===== src/rtl/ex_stage_pkg.sv =====
// Shared types and constants for the execute stage.
package ex_stage_pkg;

  localparam int XLEN      = 32;
  localparam int DIV_STEPS = 32;

  typedef enum logic [3:0] {
    ALU_ADD  = 4'd0,
    ALU_SUB  = 4'd1,
    ALU_AND  = 4'd2,
    ALU_OR   = 4'd3,
    ALU_XOR  = 4'd4,
    ALU_SLL  = 4'd5,
    ALU_SRL  = 4'd6,
    ALU_SRA  = 4'd7,
    ALU_SLT  = 4'd8,
    ALU_SLTU = 4'd9,
    ALU_MUL  = 4'd10,
    ALU_MULH = 4'd11,
    ALU_DIV  = 4'd12,
    ALU_DIVU = 4'd13,
    ALU_REM  = 4'd14,
    ALU_REMU = 4'd15
  } alu_op_e;

  typedef enum logic [1:0] {
    IDLE = 2'd0,
    BUSY = 2'd1,
    DONE = 2'd2
  } div_state_e;

  // DIV/DIVU/REM/REMU occupy encodings 12..15.
  function automatic logic is_div_op(input logic [3:0] op);
    return op[3:2] == 2'b11;
  endfunction

endpackage


===== src/rtl/ex_stage_unit_divider.sv =====
// Iterative restoring divider: one quotient bit per cycle, with a bypass for
// divide-by-zero and signed overflow that skips the iteration entirely.
module iterative_divider
  import ex_stage_pkg::*;
#(
  parameter int W     = 32,
  parameter int STEPS = 32
) (
  input  logic         clk,
  input  logic         rst_n,
  input  logic         start_i,
  input  logic         abort_i,
  input  logic         signed_i,
  input  logic [W-1:0] a_i,
  input  logic [W-1:0] b_i,
  output logic         done_o,
  output logic [W-1:0] quotient_o,
  output logic [W-1:0] remainder_o
);

  localparam int CW = $clog2(STEPS);

  div_state_e    state_q, state_d;
  logic [CW-1:0] cnt_q, cnt_d;
  logic [W:0]    rem_q, rem_d;     // one spare bit so the shifted partial remainder never overflows
  logic [W-1:0]  quo_q, quo_d;     // dividend shifts out the top while quotient bits shift in
  logic [W-1:0]  dvs_q, dvs_d;
  logic          negq_q, negq_d;
  logic          negr_q, negr_d;

  logic          a_neg, b_neg, div0, ovf, ge;
  logic [W-1:0]  a_mag, b_mag;
  logic [W:0]    rem_sh;

  assign a_neg  = signed_i & a_i[W-1];
  assign b_neg  = signed_i & b_i[W-1];
  assign a_mag  = a_neg ? (~a_i + 1'b1) : a_i;
  assign b_mag  = b_neg ? (~b_i + 1'b1) : b_i;
  assign div0   = (b_i == '0);
  assign ovf    = signed_i & (a_i == {1'b1, {(W-1){1'b0}}}) & (&b_i);
  assign rem_sh = {rem_q[W-1:0], quo_q[W-1]};
  assign ge     = rem_sh >= {1'b0, dvs_q};

  // Next-state and datapath update for the divider FSM.
  always_comb begin
    state_d = state_q;
    cnt_d   = cnt_q;
    rem_d   = rem_q;
    quo_d   = quo_q;
    dvs_d   = dvs_q;
    negq_d  = negq_q;
    negr_d  = negr_q;
    case (state_q)
      IDLE: begin
        if (start_i) begin
          negq_d = 1'b0;
          negr_d = 1'b0;
          if (div0) begin
            quo_d   = '1;
            rem_d   = {1'b0, a_i};
            state_d = DONE;
          end else if (ovf) begin
            quo_d   = a_i;
            rem_d   = '0;
            state_d = DONE;
          end else begin
            quo_d   = a_mag;
            rem_d   = '0;
            dvs_d   = b_mag;
            negq_d  = a_neg ^ b_neg;
            negr_d  = a_neg;
            cnt_d   = '0;
            state_d = BUSY;
          end
        end
      end
      BUSY: begin
        rem_d = ge ? (rem_sh - {1'b0, dvs_q}) : rem_sh;
        quo_d = {quo_q[W-2:0], ge};
        cnt_d = cnt_q + CW'(1);
        if (cnt_q == CW'(STEPS-1)) state_d = DONE;
      end
      DONE:    state_d = IDLE;
      default: state_d = IDLE;
    endcase
    if (abort_i) state_d = IDLE;
  end

  // Divider state register with synchronous clear.
  always_ff @(posedge clk) begin
    if (!rst_n) begin
      state_q <= IDLE;
      cnt_q   <= '0;
      rem_q   <= '0;
      quo_q   <= '0;
      dvs_q   <= '0;
      negq_q  <= 1'b0;
      negr_q  <= 1'b0;
    end else begin
      state_q <= state_d;
      cnt_q   <= cnt_d;
      rem_q   <= rem_d;
      quo_q   <= quo_d;
      dvs_q   <= dvs_d;
      negq_q  <= negq_d;
      negr_q  <= negr_d;
    end
  end

  assign done_o      = (state_q == DONE);
  assign quotient_o  = negq_q ? (~quo_q + 1'b1) : quo_q;
  assign remainder_o = negr_q ? (~rem_q[W-1:0] + 1'b1) : rem_q[W-1:0];

endmodule


===== src/rtl/ex_stage_unit.sv =====
// Execute stage: single-cycle ALU/multiply, iterative divider, and the EX/MEM
// pipeline register. Only XLEN = DIV_STEPS = 32 is supported.
module ex_stage_unit #(
  parameter int XLEN      = 32,
  parameter int DIV_STEPS = 32
) (
  input  logic            clk,
  input  logic            rst_n,
  input  logic            exValid,
  input  logic [3:0]      exAluOp,
  input  logic [XLEN-1:0] exLHSRegisterValue,
  input  logic [XLEN-1:0] exRHSRegisterValue,
  input  logic            exIsMemoryWrite,
  input  logic            exShouldUseMemoryData,
  input  logic            exIsRegisterWrite,
  input  logic            exFlush,
  output logic            exStall,
  output logic            memValid,
  output logic [XLEN-1:0] memAluResult,
  output logic [XLEN-1:0] memStoreData,
  output logic            memIsMemoryWrite,
  output logic            memShouldUseMemoryData,
  output logic            memIsRegisterWrite
);

  import ex_stage_pkg::*;

  localparam int SW = $clog2(XLEN);

  logic [XLEN-1:0]   a, b, alu_res, div_q, div_r, res;
  logic [SW-1:0]     shamt;
  logic [2*XLEN-1:0] prod;
  logic              is_div, div_done, div_start, capture;

  logic              valid_q, mw_q, um_q, rw_q;
  logic [XLEN-1:0]   res_q, sd_q;

  assign a      = exLHSRegisterValue;
  assign b      = exRHSRegisterValue;
  assign shamt  = b[SW-1:0];
  // Sign-extending both operands to 2*XLEN makes the low 2*XLEN product bits
  // the signed x signed product; its low half is also the plain MUL result.
  assign prod   = {{XLEN{a[XLEN-1]}}, a} * {{XLEN{b[XLEN-1]}}, b};
  assign is_div = is_div_op(exAluOp);

  // The divider only acts on start while IDLE, so holding start high through
  // BUSY/DONE is harmless.
  assign div_start = exValid & is_div & ~exFlush;
  assign exStall   = exValid & is_div & ~div_done & ~exFlush;
  assign capture   = exValid & ~exStall & ~exFlush;

  iterative_divider #(.W(XLEN), .STEPS(DIV_STEPS)) u_div (
    .clk         (clk),
    .rst_n       (rst_n),
    .start_i     (div_start),
    .abort_i     (exFlush),
    .signed_i    (~exAluOp[0]),
    .a_i         (a),
    .b_i         (b),
    .done_o      (div_done),
    .quotient_o  (div_q),
    .remainder_o (div_r)
  );

  // Single-cycle ALU and multiply result select.
  always_comb begin
    alu_res = '0;
    case (alu_op_e'(exAluOp))
      ALU_ADD:  alu_res = a + b;
      ALU_SUB:  alu_res = a - b;
      ALU_AND:  alu_res = a & b;
      ALU_OR:   alu_res = a | b;
      ALU_XOR:  alu_res = a ^ b;
      ALU_SLL:  alu_res = a << shamt;
      ALU_SRL:  alu_res = a >> shamt;
      ALU_SRA:  alu_res = $signed(a) >>> shamt;
      ALU_SLT:  alu_res = {{(XLEN-1){1'b0}}, ($signed(a) < $signed(b))};
      ALU_SLTU: alu_res = {{(XLEN-1){1'b0}}, (a < b)};
      ALU_MUL:  alu_res = prod[XLEN-1:0];
      ALU_MULH: alu_res = prod[2*XLEN-1:XLEN];
      default:  alu_res = '0;
    endcase
  end

  // REM/REMU have aluOp[1] set; DIV/DIVU clear.
  assign res = is_div ? (exAluOp[1] ? div_r : div_q) : alu_res;

  // EX/MEM register: bubble on stall/flush/invalid, data held across bubbles.
  always_ff @(posedge clk) begin
    if (!rst_n) begin
      valid_q <= 1'b0;
      res_q   <= '0;
      sd_q    <= '0;
      mw_q    <= 1'b0;
      um_q    <= 1'b0;
      rw_q    <= 1'b0;
    end else if (capture) begin
      valid_q <= 1'b1;
      res_q   <= res;
      sd_q    <= b;
      mw_q    <= exIsMemoryWrite;
      um_q    <= exShouldUseMemoryData;
      rw_q    <= exIsRegisterWrite;
    end else begin
      valid_q <= 1'b0;
      mw_q    <= 1'b0;
      um_q    <= 1'b0;
      rw_q    <= 1'b0;
    end
  end

  assign memValid               = valid_q;
  assign memAluResult           = res_q;
  assign memStoreData           = sd_q;
  assign memIsMemoryWrite       = mw_q;
  assign memShouldUseMemoryData = um_q;
  assign memIsRegisterWrite     = rw_q;

endmodule

===== config.mk =====
export PLATFORM = sky130hd
export DESIGN_NAME = ex_stage_unit
export DESIGN_NICKNAME = d
export VERILOG_FILES = /design/src/rtl/ex_stage_pkg.sv /design/src/rtl/ex_stage_unit_divider.sv /design/src/rtl/ex_stage_unit.sv
export SDC_FILE = /design/constraint.sdc
export NUM_CORES = 2
export LEC_CHECK = 0
export CORE_ASPECT_RATIO = 1.25
export CORE_MARGIN = 1
export CORE_UTILIZATION = 62
export CTS_CLUSTER_SIZE = 14
export DETAILED_ROUTE_END_ITERATION = 7
export DONT_BUFFER_PORTS = 1
export PLACE_DENSITY = 0.8
export SETUP_SLACK_MARGIN = 0.02
export SYNTH_ARGS = -nofsm -noshare
export SYNTH_HDL_FRONTEND = slang
export SYNTH_SLANG_ARGS = --single-unit

===== constraint.sdc =====
create_clock -name clk -period 12.5 [get_ports clk]
set_input_delay 3.75 -clock clk [delete_from_list [all_inputs] [get_ports clk]]
set_output_delay 3.75 -clock clk [all_outputs]
set_load 0.01 [all_outputs]

# ---- After elaboration in Yosys (flattened, before gate mapping)
# Index checks and enable logic that the tools add are counted.
dict set report totals {
  input_bits 75
  register_bits 173
  output_inout_bits 69
}
dict set report op_classes {
  n_addsub 8
  n_eq_ne 20
  multipliers 1
  bitwise 25
  shift 3
  reduce_logical 12
  muxes 29
  n_lt_le_gt_ge 3
}
# operator n
set op_table {}
lappend op_table {{$mux 32} 12}
lappend op_table {{$pmux 32 s12} 1}
lappend op_table {{$add 32x1->32 const B} 4}
lappend op_table {{$not 32->32} 4}
lappend op_table {{$pmux 32 s2} 2}
lappend op_table {{$lt 32x32->1} 2}
lappend op_table {{$mul 32x32->64} 1}
lappend op_table {{$sub 32x32->32} 2}
lappend op_table {{$ge 33x32->1} 1}
lappend op_table {{$add 32x32->32} 1}
lappend op_table {{$and 32x32->32} 1}
lappend op_table {{$eq 32x32->1 const B} 1}
lappend op_table {{$logic_not 32->1} 1}
lappend op_table {{$or 32x32->32} 1}
lappend op_table {{$reduce_and 32->1} 1}
lappend op_table {{$shl 32x5->32} 1}
lappend op_table {{$shr 32x5->32} 1}
lappend op_table {{$sshr 32x5->32} 1}
lappend op_table {{$xor 32x32->32} 1}
lappend op_table {{$eq 4x3->1 const B} 4}
lappend op_table {{$eq 4x4->1 const B} 4}
lappend op_table {{$mux 5} 3}
lappend op_table {{$and 1x1->1} 10}
lappend op_table {{$pmux 5 s2} 1}
lappend op_table {{other kinds (19)} 40}

# ---- Depth between registers and ports, before layout
dict set report depth {
  word_depth 8
  ltp_mapped 32
  depth_no_buf 27
}

# ---- By module
# Synthesis repeated with hierarchy kept, for this count alone.
dict set report hier_totals {
  cells_unflattened 6694
  area_unflattened_um2 55295.5
}
# module n_inst area_per_inst_um2 cells_per_inst seq_area_each_um2
set modules_own_cells {}
lappend modules_own_cells {ex_stage_unit 1 46218.1 5462 1361.3}
lappend modules_own_cells {iterative_divider 1 9077.5 1232 2102.0}

# ---- Least setup slack after synthesis
# Ideal clock, no wire load.
dict set report synth_path {
  path_kind {input to register}
  from {in exRHSRegisterValue[2]}
  to {reg res_q[24] (netlist: memAluResult[24])}
  setup_ns 0.117
  path_slack_ns 0.388
  path_stages 32
  n_path_buf 7
  t_required_ns 12.383
  t_arrival_ns 11.995
  cell_sequence {clkbuf_1 -> clkbuf_1 -> clkbuf_1 -> buf_1 -> clkbuf_1 -> buf_1 -> nand2_1 -> fa_1 -> fa_1 -> inv_1 -> fa_1 -> inv_1 -> fa_1 -> inv_1 -> fa_1 -> fa_1 -> fa_1 -> inv_1 -> fa_1 -> inv_1 -> ha_1 -> clkbuf_1 -> nand4_1 -> nor4_1 -> o2111a_1 -> o311ai_0 -> and3_1 -> a21oi_1 -> a211o_1 -> xnor2_1 -> o211ai_1 -> a22o_1}
}
dict set report synth_via {
  elab_chain_len 3
  elab_cells_between_ends 8
}
# item line_no
set synth_rtl {}
lappend synth_rtl {{start, declared} ex_stage_unit.sv:12} ;# input logic [XLEN-1:0] exRHSRegisterValue,
lappend synth_rtl {{$mul 32x32->64 (tied with other cells)} ex_stage_unit.sv:43} ;# assign prod = {{XLEN{a[XLEN-1]}}, a} * {{XLEN{b[XLEN-1]}}, b};
lappend synth_rtl {{$pmux 32 s12 *} ex_stage_unit.sv:68} ;# case (alu_op_e'(exAluOp))
lappend synth_rtl {{$mux 32 *} ex_stage_unit.sv:86} ;# assign res = is_div ? (exAluOp[1] ? div_r : div_q) : alu_res;
lappend synth_rtl {{end signal, assigned} ex_stage_unit.sv:99} ;# res_q <= res;
lappend synth_rtl {{end, declared} ex_stage_unit.sv:36} ;# logic [XLEN-1:0] res_q, sd_q;
# Every way passes the cells marked *; elsewhere a longest branch is shown, timed or not.
# A chain may end at the register's enable or synchronous reset.

# ---- Worst setup path in the final report
dict set report layout_path {
  from {in exLHSRegisterValue[8]}
  to {reg res_q[15] (netlist: memAluResult[15])}
}
dict set report layout_via {
  elab_chain_len 3
  elab_cells_between_ends 8
}
# item line_no
set layout_rtl {}
lappend layout_rtl {{start, declared} ex_stage_unit.sv:11} ;# input logic [XLEN-1:0] exLHSRegisterValue,
lappend layout_rtl {{$mul 32x32->64 (tied with other cells)} ex_stage_unit.sv:43}
lappend layout_rtl {{$pmux 32 s12 *} ex_stage_unit.sv:68}
lappend layout_rtl {{$mux 32 *} ex_stage_unit.sv:86}
# Marked as above.

==> flow_summary.ini <==
[outcome]
run_status = complete, but fails checks
violations = design-rule violations

[cts]
worstSkewPairLatency_ns = 0.47
root_buffer = clkbuf_16
post-cts-setup-buffer-count = 0
cts-root-to-sink-buffers = 2
clock_sinks = 173
holdBufCountCts = 0
cts_buffers = 17
clkTransAtPathRegs_ns = 0.08
cts-htree-levels = 4
tritoncts_clock_tree = yes

[timing]
timing.final.crit_period_ns = 12.11
fmax_ghz = 0.0826
finalWorstSetupSlack_ns = 0.387
final.hold.worst_slack_ns = 0.501
timing.clock.skew_ns = 0.0219
worst_slew_pin_slew_ns = 1.32
rsz0062_at_grt = false
final_count_of_hold_timing_violations = 0
maxSlewHeadroom_pct = 11.6
timing.final.crit_share_pct = 96.9
finalSetupViolations = 0
finalMaxSlewViolations = 0

[floorplan]
design.die.area_mm2 = 0.0910
floorplan.initialDensity_pct = 62.8
floorplan.core_area_mm2 = 0.0887
floorplan.io_pins = 144
rows = 122
die_x_um = 270
die_h_um = 337

[synth]
synth_edf_count = 0
synth.net_count = 8218
syn_area_mm2 = 0.0557
synth_top_area_cell = fa_1
synth-seq-cells = 173
synthArstFlopShare_pct = 0
ys_types = 98
syn-instance-count = 6737
syn_avg_cell_area_um2 = 8.26
synth_top_cells_by_count = fa_1, inv_1, nand2_1, nor2_1, clkbuf_1
synthMostInstantiatedCell = fa_1
synth.top_cell.area_share_pct = 39.0
synth_area_leaders = fa_1, inv_1, ha_1
synth-warning-count = 0
dominantRegCellSynth = dfxtp_1
synth.yosys.seq_area_share_pct = 6.22

[finish]
fill_cells = 7324
fin_nets = 7933
regArea_mm2 = 0.00346
layout-area-overhead-vs-synth_pct = 3.16
postLayoutCoreUtil_pct = 64.7
drive_gt1_share_pct = 4.83
multiInputGateArea_mm2 = 0.0464

[global_routing]
gr-usage-all-layers_pct = 55.3
grt_pass1_vias = 55000
initial_antenna_violation_count = 21
grt_max_degree = 145
first_pass_grt_wire_length_um = 363000
grt_overflow_total = 0

[worst_setup_path]
register_to_register_setup_slack_ns = 8.50
worstSetupStartpointType = input pin
timing.critical_path.fanout_max = 27
cp-end-kind = flop
critPathKind = input pin to flop
arrival_ns = 12.44
critPathRequiredTime_ns = 12.83

[detailed_routing]
postRouteAntennaNets = 0
count_of_unresolved_drc_violations_after_routing = 49
wl_per_cell_um = 32.6
drt_first_iter_violations = 7163
finalWirelength_um = 250000
drtPass1Iterations = 8
detail_route.vias_per_cell = 6.94
via_count = 53100

[run]
cap_viol_max_count = 0

[placed_design]
placement.setup.worst_slack_ns = 0.0121
place_congestion = 1.09
post_detailed_placement_half_perimeter_wirelength_um = 186000
io_buffer_count = 0

[hold_path]
min-delay-path-class = flop to flop
[final timing paths]
kind / cells past startpoint / to / from
setup / recovery: 24 / memAluResult[15] / exLHSRegisterValue[8]
hold / removal: 1 / u_div.dvs_q[4] / u_div.dvs_q[4]
setup reg to reg: 11 / u_div.rem_q[27] / u_div.rem_q[10]
hold reg to reg: 1 / u_div.dvs_q[4] / u_div.dvs_q[4]
[state kept, by name (all words and copies together), names as in the netlist, 2 cells and up]
name	flops
memAluResult	32
memStoreData	32
u_div.cnt_q	5
u_div.dvs_q	32
u_div.quo_q	32
u_div.rem_q	32
u_div.state_q	2
[cell families after synthesis]
kind of cell | count (synthesis) | share of synthesized area [%]
XOR/XNOR | 209 | 3.29
adder cells (fa/ha/maj) | 1406 | 46.2
AO/OA/AOI/OAI | 1227 | 14.8
buffers and inverters | 1570 | 10.7
flip-flops | 173 | 6.22
multiplexers | 125 | 3.29
AND/OR/NAND/NOR | 2027 | 15.5
[cell type report]
type                            count  share of cell area, %
Multi-Input combinational cell   4994                   80.7
Inverter                         1109                   7.26
Sequential cell                   173                   6.03
Tap cell                         1178                   2.57
Timing Repair Buffer              157                   2.25
Clock buffer                       17                  0.741
Clock inverter                     15                  0.373
Antenna cell                       11                 0.0479
[through the flow]
| stage | std cells | cell area, µm² | TNS [ns] |
|---|---|---|---|
| 6_report | 7654 | 57400 | 0 |
| 5_1_grt | 7645 | 57400 | 0 |
| 4_1_cts | 7643 | 57400 | 0 |
| 3_5_place_dp | 7611 | 56700 | 0 |
| 3_3_place_gp | 7611 | 56700 | -0.0528 |
| 2_1_floorplan | 6737 | 55700 | 0 |
[layout by cell type (no fill, tap or decap), drive strengths merged, types with 34 or more instances in the layout]
cell type,instances
a211oi,66
a21boi,45
a21o,52
a21oi,265
buf,157
dfxtp,173
fa,1085
ha,321
inv,1088
mux2i,67
mux4,45
nand2,840
nand2b,34
nand3,65
nand4,41
nor2,758
nor3,94
o211a,34
o211ai,54
o21ai,294
o31ai,46
xnor2,140
xor2,69
[critical path, stage by stage]
cell and delay (ns):
clkinv_1 0.66, nor2_1 0.38, fa_1 0.50, fa_1 0.52, inv_1 0.05, fa_1 0.45, fa_1 0.51, fa_1 0.56
inv_1 0.05, fa_1 0.45, fa_1 0.52, fa_1 0.42, ha_1 0.46, a21oi_1 0.15, o211ai_1 0.24, a21oi_1 0.20
nor4b_1 0.92, a21oi_1 0.29, o21ai_0 0.28, xnor2_1 0.20, nor2_1 0.06, a2111oi_0 0.44, buf_4 0.26, a311oi_1 0.05
[layer usage]
| layer | share of wire (%) | global-route usage [%] | up-vias |
|---|---|---|---|
| met5 | 0.040 | 0 | - |
| met4 | 12 | 50.8 | 16 |
| met1 | 32 | 62.3 | 25800 |
| met2 | 41 | 80.5 | 4577 |
| li1 | - | - | 21100 |
| met3 | 15 | 22.3 | 1617 |
[timing repair]
action / 4_1_cts / 5_1_grt
gates resized for setup: 0 / 1
endpoints found under the hold margin: 0 / 0
endpoints found under the setup margin: 0 / 1
Power is left out: the tool's default activity adds up to more than one toggle a clock period on the data nets, which glitch-free logic cannot reach.
